--- config.mk ---
export PLATFORM = sky130hd
export DESIGN_NAME = lights_sequencer_flat
export DESIGN_NICKNAME = d
export VERILOG_FILES = /design/src/rtl/lights_sequencer_if.sv /design/src/rtl/lights_sequencer.sv /design/src/flat_wrapper.sv
export SDC_FILE = /design/constraint.sdc
export NUM_CORES = 1
export LEC_CHECK = 0
export CAP_MARGIN = 20
export CORE_UTILIZATION = 30
export CTS_CLUSTER_DIAMETER = 100
export DETAILED_ROUTE_END_ITERATION = 10
export PLACE_DENSITY_LB_ADDON = 0.25
export SETUP_SLACK_MARGIN = 0.15
export SLEW_MARGIN = 0
export SYNTH_ARGS = -nofsm -noshare
export SYNTH_HDL_FRONTEND = slang
export SYNTH_SLANG_ARGS = --single-unit
--- constraint.sdc ---
create_clock -name clk -period 1.65 [get_ports clk]
set_input_delay 0.495 -clock clk [delete_from_list [all_inputs] [get_ports clk]]
set_output_delay 0.495 -clock clk [all_outputs]
set_load 0.01 [all_outputs]
--- src/rtl/lights_sequencer_if.sv ---
// Mode/button request side and registered RGB/tick result side of the lights sequencer.
interface lights_sequencer_if #(
    parameter int CHANNELS = 2,
    parameter int COLOUR_W = 8
);
    logic [1:0]                     mode;
    logic [CHANNELS-1:0]            button;
    logic [CHANNELS*3*COLOUR_W-1:0] light;
    logic                           step_tick;

    modport master (output mode, output button, input light, input step_tick);
    modport slave  (input mode, input button, output light, output step_tick);
endinterface

--- src/rtl/lights_sequencer.sv ---
// Multi-channel colour sequencer: per-channel 3-bit index stepped by button or shared prescaler, mapped to RGB.
// Outputs registered, 1-cycle latency from mode/button; no backpressure, the LED stage always accepts.
module lights_sequencer #(
    parameter int CHANNELS = 2,
    parameter int COLOUR_W = 8,
    parameter int PRESCALE = 4,
    parameter int EDGE     = 0
) (
    input  logic              clk,
    input  logic              rst_n,
    lights_sequencer_if.slave bus
);
    localparam int WORD_W = 3 * COLOUR_W;
    localparam int LIGHT_W = CHANNELS * WORD_W;
    localparam int PW = ($clog2(PRESCALE) < 1) ? 1 : $clog2(PRESCALE);

    typedef enum logic [1:0] {
        MODE_WHITE  = 2'b00,
        MODE_MANUAL = 2'b01,
        MODE_AUTO   = 2'b10,
        MODE_OFF    = 2'b11
    } mode_t;

    mode_t                     cur_mode;
    logic [CHANNELS-1:0][2:0]  idx;
    logic [CHANNELS-1:0][2:0]  idx_next;
    logic [CHANNELS-1:0]       button_d;
    logic [CHANNELS-1:0]       manual_req;
    logic [PW-1:0]             pre_cnt;
    logic                      wrap;
    logic                      step_tick;
    logic [LIGHT_W-1:0]        light;
    logic [LIGHT_W-1:0]        light_next;

    function automatic logic [2:0] next_idx(input logic [2:0] i);
        // 0 and 7 are only reachable from reset/corruption; both rejoin the cycle at 1
        return (i >= 3'd1 && i <= 3'd5) ? i + 3'd1 : 3'd1;
    endfunction

    function automatic logic [WORD_W-1:0] palette(input logic [2:0] i);
        return {{COLOUR_W{i[2]}}, {COLOUR_W{i[1]}}, {COLOUR_W{i[0]}}};
    endfunction

    assign cur_mode   = mode_t'(bus.mode);
    assign wrap       = (cur_mode == MODE_AUTO) && (pre_cnt == PW'(PRESCALE - 1));
    assign manual_req = (EDGE != 0) ? (bus.button & ~button_d) : bus.button;

    always_comb begin
        idx_next   = idx;
        light_next = '0;
        for (int c = 0; c < CHANNELS; c++) begin
            case (cur_mode)
                MODE_MANUAL: if (manual_req[c]) idx_next[c] = next_idx(idx[c]);
                MODE_AUTO:   if (wrap)          idx_next[c] = next_idx(idx[c]);
                default:     ;
            endcase
            case (cur_mode)
                MODE_WHITE: light_next[c*WORD_W +: WORD_W] = '1;
                MODE_OFF:   light_next[c*WORD_W +: WORD_W] = '0;
                default:    light_next[c*WORD_W +: WORD_W] = palette(idx_next[c]);
            endcase
        end
    end

    // Button history runs in every mode so entering MANUAL with a held button is not seen as an edge
    always_ff @(posedge clk or negedge rst_n) begin
        if (!rst_n) begin
            idx       <= '0;
            button_d  <= '0;
            pre_cnt   <= '0;
            step_tick <= 1'b0;
            light     <= '1;
        end else begin
            idx       <= idx_next;
            button_d  <= bus.button;
            if (cur_mode != MODE_AUTO || wrap) begin
                pre_cnt <= '0;
            end else begin
                pre_cnt <= pre_cnt + 1'b1;
            end
            step_tick <= wrap;
            light     <= light_next;
        end
    end

    assign bus.light     = light;
    assign bus.step_tick = step_tick;
endmodule

--- src/flat_wrapper.sv ---
// flat-port wrapper written by rule: the top's interface ports become plain ports
module lights_sequencer_flat 
#(
    parameter int CHANNELS = 2,
    parameter int COLOUR_W = 8,
    parameter int PRESCALE = 4,
    parameter int EDGE     = 0
)
  (clk, rst_n, bus_mode, bus_button, bus_light, bus_step_tick);
  lights_sequencer_if #(.CHANNELS(CHANNELS), .COLOUR_W(COLOUR_W)) bus_i ();
  input  logic clk;
  input  logic rst_n;
  input wire logic [$bits(bus_i.mode)-1:0] bus_mode;
  input wire logic [$bits(bus_i.button)-1:0] bus_button;
  output wire logic [$bits(bus_i.light)-1:0] bus_light;
  output wire logic [$bits(bus_i.step_tick)-1:0] bus_step_tick;
  assign bus_i.mode = bus_mode;
  assign bus_i.button = bus_button;
  assign bus_light = bus_i.light;
  assign bus_step_tick = bus_i.step_tick;
  lights_sequencer #(.CHANNELS(CHANNELS), .COLOUR_W(COLOUR_W), .PRESCALE(PRESCALE), .EDGE(EDGE)) u_core (.clk(clk), .rst_n(rst_n), .bus(bus_i));
endmodule
==> results.py, run 1 <==
metrics = {
    "outcome": {
        "status": "finished, final reports clean",
    },
    "die": {
        "core_sq_um": 3690,
        "die_area_sq_um": 4100,
        "die_w_um": 64.0,
        "rows": 22,
        "start_util": 0.313,
        "die_h_um": 64.0,
        "io_pins": 55,
    },
    "placement": {
        "dpl_worst_slack_ns": -0.385,
        "place.gp.congestion": 0.758,
        "dp.final_hpwl_mm": 1.66,
        "io_buffers": 54,
    },
    "global_route": {
        "grtUsageTotal": 0.119,
        "grt_first_pass_wirelength_mm": 3.92,
        "antenna_found_initial": 0,
        "grt-ovfl-total": 0,
        "grt_pass1_vias": 860,
        "grt_max_degree": 16,
    },
    "clock_tree": {
        "cts-htree-levels": 1,
        "tritoncts": "built",
        "insertion_delay_ns": 0.25,
        "cts_sinks": 15,
        "cts_hold_buffers": 0,
        "cts_buffers": 3,
        "clk_pin_slew_ns": 0.06,
        "cts_buffer_depth": 2,
        "cts_root_buffer": "clkbuf_8",
    },
    "timing": {
        "drv_slew": 0,
        "setup_violations": 0,
        "worst_pin_slew_ns": 0.226,
        "clock_skew_ns": 0.00143,
        "finalHoldViolCount": 0,
        "final.min_clock_period_ns": 1.53,
        "slew_headroom": 0.849,
        "setup_ws_ns": 0.124,
        "fmax_mhz": 655,
        "rsz0062_at_grt": "true",
        "fin_crit_sh": 0.925,
    },
    "routing": {
        "final_antenna_net_count": 0,
        "wl_per_cell_um": 11.3,
        "first_pass_iters": 4,
        "vias": 909,
        "drt_drc_violations_left": 0,
        "first_iter_violations": 14,
        "postRouteWirelength_mm": 2.35,
        "via_per_inst": 4.39,
    },
    "pwr": {
        "ir_drop_v": 0.000367,
        "swShare": 0.324,
        "powerDensity_nw_per_um2": 801,
        "leakagePower_uw": 0.000798,
        "pwr-share-clk": 0.233,
        "internal_power_uw": 873,
        "p_sw_uw": 419,
        "pwr-share-comb": 0.414,
        "pwr-share-seq": 0.353,
    },
    "yosys": {
        "avgSynthCellArea_sq_um": 9.31,
        "yosys_warnings": 0,
        "synth_seq_cells": 15,
        "synthCells": 124,
        "ys_types": 30,
        "synth_fp_nets": 138,
        "syn_area_sq_um": 1150,
        "ys_seq_area_frac": 0.332,
    },
    "setup_path": {
        "arrival_ns": 1.03,
        "rrSetupSlack_ns": 0.18,
        "reg2reg_to": "u_core.idx[4]$_DFF_PN0_",
        "critPathMaxFanout": 7,
        "crit_type": "flip-flop to primary output",
        "end_kind": "primary output",
        "ff2ff_path_depth": 5,
        "r2r_start": "u_core.idx[3]$_DFF_PN0_",
        "cp.required_ns": 1.15,
        "startpoint_type": "flip-flop",
    },
    "cells_and_area": {
        "utilization": 0.437,
        "syn_to_final_growth_pct": 39.7,
        "layout-drive-gt1-share": 0.629,
        "final_nets": 174,
        "antenna_cells": 0,
    },
    "run": {
        "cap_viol_max_count": 0,
    },
    "hold_path": {
        "worstHoldPathCells": 1,
        "hold_start": "u_core.pre_cnt[0]$_DFF_PN0_",
        "hp-class": "flip-flop to flip-flop",
        "min_delay_worst_endpoint": "u_core.pre_cnt[0]$_DFF_PN0_",
    },
}
Yosys cell counts (all sizes together):
library cell | n | area share
dfrtp | 9 | 0.20
o2bb2ai | 4 | 0.030
a22o | 3 | 0.023
or2 | 1 | 0.0054
nor2 | 6 | 0.022
o21a | 1 | 0.0065
a21oi | 6 | 0.026
a22oi | 1 | 0.0065
o211ai | 1 | 0.011
and2 | 1 | 0.0054
o21ai | 4 | 0.017
or4 | 1 | 0.0065
nand2b | 4 | 0.022
o22a | 1 | 0.0076
xor2 | 1 | 0.0076
a21o | 1 | 0.0065
inv | 7 | 0.023
or2b | 1 | 0.0065
nand2 | 5 | 0.016
clkbuf | 1 | 0.0032
or3 | 3 | 0.016
a31oi | 3 | 0.016
ha | 8 | 0.087
dfstp | 6 | 0.14
buf | 42 | 0.27
mux2i | 2 | 0.017
xnor2 | 1 | 0.0076
worst max-delay path, stage by stage (launching register included):
cell and delay (ns):
dfstp_2 0.58, buf_6 0.12, buf_6 0.09
layer usage:
metal	GRT usage	share of wire
met1	0.149	0.45
met2	0.206	0.47
met3	0.0250	0.074
met4	0.0341	0.0090
met5	0	0
per-stage QoR:
stage / total power [uW] / hold slack [ns] / setup TNS [ns] / std cells / cell area, sq um
CTS: 1200 / 0.436 / 0 / 206 / 1460
finish: 1290 / 0.431 / 0 / 207 / 1610
detailed placement: 997 / 0.426 / -4.40 / 195 / 1530
floorplan: 816 / 0.199 / 0 / 124 / 1170
global placement: 989 / 0.417 / -3.95 / 195 / 1530
global route: 1370 / 0.445 / 0 / 207 / 1610
sequential cells by signal (all words and copies together) (netlist names):
| name | cells |
|---|---|
| u_core.bus.light | 6 |
| u_core.idx | 6 |
| u_core.pre_cnt | 2 |
| u_core.bus.step_tick | 1 |
final cells by class:
cell class | count | area [sq um]
fill | 379 | 2080
timing repair buffer | 74 | 582
multi-input combinational | 59 | 513
sequential | 15 | 385
tap | 48 | 60.1
clock buffer | 3 | 41.3
inverter | 7 | 26.3
clock inverter | 1 | 5.00
how the worst max path moves through the flow:
stage | startpoint | endpoint | slack [ns] | cells after the start
final | u_core.bus.light[7]$_DFF_PN1_ | bus_light[0] | 0.12 | 2
after CTS | u_core.bus.light[15]$_DFF_PN1_ | bus_light[13] | 0.04 | 1
after floorplan | bus_mode[0] | u_core.idx[0]$_DFF_PN0_ | 0.17 | 6
after global placement | bus_mode[0] | u_core.bus.light[23]$_DFF_PN1_ | -0.35 | 7
after global routing | u_core.bus.light[7]$_DFF_PN1_ | bus_light[5] | 0.08 | 2
after detailed placement | bus_mode[0] | u_core.bus.light[23]$_DFF_PN1_ | -0.39 | 7
cells by family (layout without fill, tap and decap cells):
family | count (synthesis) | after routing | synth area share
simple gates | 22 | 22 | 0.0997
compound gates | 25 | 25 | 0.151
fa+ha+maj | 8 | 8 | 0.0867
mux | 2 | 2 | 0.0173
buf+inv | 50 | 85 | 0.299
xor+xnor | 2 | 2 | 0.0152
flops | 15 | 15 | 0.332
power by group through the flow:
stage | Sequential, uW | Clock (uW) | Combinational [uW]
6_report | 456 | 301 | 535
3_5_place_dp | 467 | 0 | 530
2_1_floorplan | 470 | 0 | 346
5_1_grt | 464 | 333 | 571
4_1_cts | 448 | 312 | 441
3_3_place_gp | 463 | 0 | 526
what timing repair did:
action                                  4_1_cts  5_1_grt
hold endpoints to repair                      0        0
gates resized for setup                     186       57
endpoints found under the setup margin       61       38
setup buffers                                 7        1
pin swaps                                     4        5
placed cells by master (no fill, tap or decap), types with 4 or more instances in the layout:
cell type / count
buf_2: 28
buf_6: 24
buf_4: 16
dfrtp_1: 7
dfstp_2: 6
nand2_1: 5
nor2_1: 5
a21oi_1: 5
inv_2: 4
nand2b_1: 4
Power figures use the tool's default switching activity.
==> run 2, diff against run 1 <==
Settings changed: CTS_CLUSTER_SIZE set to 20.
Clock period 1.65 ns to 1.5 ns, I/O delays scaled along.
==> results.py, run 2 (same netlist as run 1, synthesis figures left out) <==
metrics = {
    "cells_and_area": {
        "layout-drive-gt1-share": 0.726,
        "final_common_cell": "buf_6",
        "final_nets": 172,
        "top_regs": "u_core.bus.light (6), u_core.idx (6), u_core.pre_cnt (2)",
        "fin_area_sq_um": 1840,
        "antenna_cells": 0,
        "syn_to_final_growth_pct": 59.5,
        "mostFrequentLayoutCells": "buf_6, buf_4, buf_2, dfstp_2",
    },
    "pwr": {
        "powerDensity_nw_per_um2": 834,
        "leakagePower_uw": 0.000826,
        "ir_drop_v": 0.000305,
    },
    "clock_tree": {
        "cts_sinks": 15,
        "cts_root_buffer": "clkbuf_8",
        "cts_hold_buffers": 0,
        "cts-htree-levels": 1,
        "cts_buffer_depth": 2,
        "cts_buffers": 3,
        "clk_pin_slew_ns": 0.07,
        "insertion_delay_ns": 0.25,
        "tritoncts": "built",
    },
    "global_route": {
        "grt_max_degree": 16,
        "grtUsageTotal": 0.124,
        "grt_pass1_vias": 860,
        "grt-ovfl-total": 0,
        "grt_first_pass_wirelength_mm": 3.93,
        "antenna_found_initial": 0,
    },
    "setup_path": {
        "crit_end": "u_core.idx[4]$_DFF_PN0_",
        "reg2reg_to": "u_core.idx[4]$_DFF_PN0_",
        "cp.required_ns": 1.64,
        "crit_type": "flip-flop to flip-flop",
        "critPathMaxFanout": 4,
        "crit_start": "u_core.idx[4]$_DFF_PN0_",
        "end_kind": "flip-flop",
        "cpMaxStageDelayCell": "dfrtp_1",
        "arrival_ns": 1.66,
        "rrSetupSlack_ns": -0.02,
        "slowest_delay_ns": 0.42,
        "crit_chain": "inv_2, ha_4, or4_4, o211ai_4, nor2_2, a22o_1",
        "ff2ff_path_depth": 6,
        "startpoint_type": "flip-flop",
        "r2r_start": "u_core.idx[4]$_DFF_PN0_",
    },
    "routing": {
        "first_pass_iters": 4,
        "final_antenna_net_count": 0,
        "via_per_inst": 4.56,
        "drt_drc_violations_left": 0,
        "postRouteWirelength_mm": 2.50,
        "wl_per_cell_um": 12.2,
        "vias": 935,
        "first_iter_violations": 12,
    },
    "die": {
        "start_util": 0.313,
        "die_w_um": 64.0,
        "core_sq_um": 3690,
        "io_pins": 55,
        "die_h_um": 64.0,
        "rows": 22,
        "die_area_sq_um": 4100,
    },
    "timing": {
        "holdWs_ns": 0.501,
        "clock_skew_ns": 0.00106,
        "setup_ws_ns": -0.0198,
        "setup_violations": 10,
        "rsz0062_at_grt": "true",
        "drv_slew": 0,
        "final.min_clock_period_ns": 1.52,
        "finalHoldViolCount": 0,
        "slew_headroom": 0.839,
        "worst_pin_slew_ns": 0.241,
        "fin_crit_sh": 1.01,
        "fmax_mhz": 658,
    },
    "run": {
        "cap_viol_max_count": 0,
    },
    "placement": {
        "place.gp.congestion": 0.782,
        "io_buffers": 54,
        "dpl-instance-area_sq_um": 1590,
        "dp.final_hpwl_mm": 1.64,
    },
    "outcome": {
        "status": "finished, violations left",
        "violations": "setup timing",
    },
    "hold_path": {
        "hp-class": "flip-flop to flip-flop",
    },
}
run 2: cell types whose count changed in the layout (fill, tap and decap cells not counted), sizes merged:
cell / delta
clkdlybuf4s50: -1
clkbuf: -2
clkdlybuf4s15: +1
dlygate4sd2: +1
dlymetal6s2s: -1
run 2: area by class of cell:
cell class	count	area [sq um]
clock buffers	3	41.3
repair buffers	72	682
well taps	48	60.1
inverters	7	48.8
fillers	349	1850
multi-input cells	59	617
clock inverters	1	5.00
flip-flops and latches	15	388
run 2: per-layer routing:
| layer | global-route usage | vias up | share of wire | wire length (um) |
|---|---|---|---|---|
| li1 | - | 437 | - | - |
| met3 | 0.0214 | 6 | 0.071 | 178 |
| met1 | 0.143 | 442 | 0.42 | 1060 |
| met5 | 0 | - | 0 | 0 |
| met2 | 0.226 | 50 | 0.49 | 1210 |
| met4 | 0.0426 | 0 | 0.020 | 50 |
run 2: how the worst min path moves through the flow:
stage	start	end	slack, ns	depth (start not counted)
detailed placement	u_core.pre_cnt[0]$_DFF_PN0_	u_core.pre_cnt[0]$_DFF_PN0_	0.43	1
finish	u_core.pre_cnt[0]$_DFF_PN0_	u_core.pre_cnt[0]$_DFF_PN0_	0.50	1
floorplan	rst_n	u_core.bus.step_tick$_DFF_PN0_	0.15	0
global placement	u_core.pre_cnt[0]$_DFF_PN0_	u_core.pre_cnt[0]$_DFF_PN0_	0.42	1
CTS	u_core.pre_cnt[0]$_DFF_PN0_	u_core.pre_cnt[0]$_DFF_PN0_	0.44	1
global route	rst_n	u_core.idx[3]$_DFF_PN0_	0.53	2
run 2: worst max-delay path, delay by kind of cell (launching register included):
family                   cells  cell delay (ns)
AO/OA/AOI/OAI                2             0.28
buffers and inverters        1             0.07
adder cells (fa/ha/maj)      1             0.16
flip-flops                   1             0.42
AND/OR/NAND/NOR              2             0.48
run 2: timing repair:
item,4_1_cts,5_1_grt
gates resized for setup,254,20
pin swaps,11,9
buffers inserted,7,1
endpoints found under the setup margin,61,60
run 2: power by group:
part           internal [uW]  total (uW)  switching, uW
Clock                    184         348            163
Combinational            387         658            271
Sequential               455         530           75.5
run 2: through the flow:
stage          power [uW]  std cells  utilization  worst slack, ns  TNS, ns
6_report             1540        205        0.499          -0.0198  -0.0466
5_1_grt              1610        205        0.499          -0.0574   -0.769
4_1_cts              1480        204        0.465         -0.00668  -0.0404
3_5_place_dp         1120        193        0.430           -0.564    -9.70
3_3_place_gp         1110        193        0.430           -0.538    -8.78
2_1_floorplan         916        124            -           0.0511        0
==> run 3, diff against run 2 <==
Settings changed: CAP_MARGIN 20 to not set.
==> results of run 3 <==
No change in the layout: final DEF, timing and power equal those of run 2.
==> variant, RTL diff (settings of run 2) <==
`COLOUR_W` is set to 8 in 3 places; all go to 12.
--- a/src/rtl/lights_sequencer_if.sv
+++ b/src/rtl/lights_sequencer_if.sv
@@ -2,5 +2,5 @@
 interface lights_sequencer_if #(
     parameter int CHANNELS = 2,
-    parameter int COLOUR_W = 8
+    parameter int COLOUR_W = 12
 );
     logic [1:0]                     mode;
--- a/src/rtl/lights_sequencer.sv
+++ b/src/rtl/lights_sequencer.sv
@@ -3,5 +3,5 @@
 module lights_sequencer #(
     parameter int CHANNELS = 2,
-    parameter int COLOUR_W = 8,
+    parameter int COLOUR_W = 12,
     parameter int PRESCALE = 4,
     parameter int EDGE     = 0
--- a/src/flat_wrapper.sv
+++ b/src/flat_wrapper.sv
@@ -3,5 +3,5 @@
 #(
     parameter int CHANNELS = 2,
-    parameter int COLOUR_W = 8,
+    parameter int COLOUR_W = 12,
     parameter int PRESCALE = 4,
     parameter int EDGE     = 0
Interface: changed (resized bus_light); port bits go from 55 to 79. No check against the original RTL was run, so the function may have changed too.
==> variant against run 2 <==
The run still ends with negative setup slack left. Critical path depth decreased by 4. Critical endpoint is now bus_light[57]. Routed wire length increased by 38%. Power increased by 28%. Worst setup slack got worse by 0.011 ns. Design area increased by 29%. Sequential cell count unchanged. Count of clock-buffer cells in the layout unchanged. Sequential power decreased by 7.4%. Non-clock buffer count increased by 43. Area after synthesis increased by 16%. Highest routed layer unchanged. Worst hold slack improved by 0.0047 ns. Clock power decreased by 3%.
==> variant: results <==
{
  "final-setup-viol-count": 23,
  "fin_skew_ns": 0.00229,
  "worstReg2RegEnd": "u_core.idx[4]$_DFF_PN0_",
  "yosysWarnings": 0,
  "cpPeakStageDelay_ns": 0.58,
  "ff2ff_setup_slack_ns": -0.02,
  "hp-class": "input pin to async pin",
  "place_area_sq_mm": 0.00183,
  "clockRootBuffer": "clkbuf_8",
  "antenna_cells": 0,
  "grt_pass1_vias": 1093,
  "ys_top_cells_by_count": "66 x buf_4, 9 x dfrtp_1, 8 x ha_1, 8 x nand2_1",
  "synth.most_common_cell": "buf_4",
  "pre_cts_ws_ns": -0.542,
  "syn-num-nets": 165,
  "cp_max_fo": 6,
  "clk_latency_ns": 0.25,
  "postSynthCellCount": 151,
  "status": "finished with violations",
  "violations": "negative setup slack",
  "cp.arrival_ns": 1.08,
  "wire_per_inst_microns": 13.6,
  "slew_headroom_pct": 78.8,
  "r2r-start": "u_core.idx[4]$_DFF_PN0_",
  "tns_ns": -0.287,
  "drt_pre_antenna_iters": 4,
  "max_cap_violations": 0,
  "numCtsBuffers": 3,
  "dr.first_iter.drc_count": 18,
  "grt_usage_pct": 13.9,
  "drc": 0,
  "htreeDepth": 1,
  "grt_pass1_wl_microns": 4840,
  "fin_nets": 218,
  "synth_seq_area_share_pct": 28.7,
  "critical_path.top_delay_family": "flip-flops",
  "worst_r2r_path_depth": 5,
  "hpwlAfterDp_microns": 2060,
  "yosysUniqueCellTypes": 30,
  "hold_viol_final": 0,
  "drive_above_1_share_pct": 78.8,
  "gp_congestion": 0.832,
  "synth.area.top_cells": "buf_4 37%, dfrtp_1 17%, dfstp_2 12%",
  "cellLeakagePower_nw": 1.10,
  "drt-total-wl_microns": 3450,
  "async_reset_ff_share_pct": 100,
  "dp.cells": 226,
  "vias": 1165,
  "ys.flop_type": "dfrtp_1",
  "reg_top3": "u_core.bus.light: 6 flops, u_core.idx: 6 flops, u_core.pre_cnt: 2 flops",
  "cts_buffer_depth": 2,
  "vdd.ir_drop.worst_v": 0.000454,
  "portBuffers": 78,
  "grt_antenna_before_repair": 0,
  "path_clk_slew_ns": 0.06,
  "worst_slack_ns": -0.0312,
  "slowest_stage": "dfstp_2",
  "grt_max_degree": 16
}
[variant: changes by cell type in the layout (fill, tap and decap cells not counted), sizes merged, moves of 2 or more]
cell	run 2	this run
nand2	5	8
buf	68	111
mux2i	2	0
o21ai	4	7
o2bb2ai	4	1
[variant: how the worst max path moves through the flow]
stage | slack (ns) | cells after the start | to | from
after floorplan | -0.02 | 6 | u_core.idx[4]$_DFF_PN0_ | u_core.idx[4]$_DFF_PN0_
after global placement | -0.51 | 6 | u_core.bus.light[23]$_DFF_PN1_ | bus_mode[0]
after detailed placement | -0.54 | 6 | u_core.bus.light[23]$_DFF_PN1_ | bus_mode[0]
after CTS | -0.02 | 2 | bus_light[55] | u_core.bus.light[59]$_DFF_PN1_
after global routing | -0.07 | 5 | u_core.idx[4]$_DFF_PN0_ | u_core.idx[4]$_DFF_PN0_
final | -0.03 | 2 | bus_light[57] | u_core.bus.light[59]$_DFF_PN1_
[variant: routing by layer]
metal / share of wire (%) / GRT usage, % / wire (microns)
met5: 0 / 0 / 0
met4: 0.55 / 3.57 / 19
met3: 5.7 / 3.78 / 195
met2: 59 / 27.7 / 2040
met1: 35 / 13.8 / 1190
[variant: final cells by class]
| cell class | count | area, sq um |
|---|---|---|
| inverters | 7 | 33.8 |
| fillers | 342 | 1760 |
| clock buffers | 3 | 41.3 |
| repair buffers | 115 | 1210 |
| clock inverters | 1 | 5.00 |
| multi-input cells | 62 | 639 |
| flip-flops and latches | 15 | 387 |
| well taps | 50 | 62.6 |
[variant: power breakdown]
part           total (W)  internal, W  switching (W)
clock           0.000338     0.000184       0.000154
combinational    0.00114     0.000680       0.000461
sequential      0.000491     0.000453      0.0000382
[variant: cells by family (layout without fill, tap and decap cells)]
logic type,Yosys count,in the layout,synth area share (%)
xor+xnor,1,1,0.656
buf+inv,74,126,39.3
fa+ha+maj,8,8,7.49
simple gates,24,24,9.27
flops,15,15,28.7
mux,1,1,0.843
compound gates,28,28,13.8
[variant: what timing repair did]
item,CTS,global route
pin swaps,7,9
setup buffers,20,3
resized for setup,392,46
gates cloned,0,0
endpoints found under the setup margin,87,85
[variant: per-stage QoR]
| step | hold WS [ns] | power, W |
|---|---|---|
| global placement | 0.420 | 0.00132 |
| detailed placement | 0.435 | 0.00133 |
| floorplan | 0.154 | 0.00107 |
| CTS | 0.448 | 0.00188 |
| finish | 0.506 | 0.00197 |
| global route | 0.524 | 0.00208 |
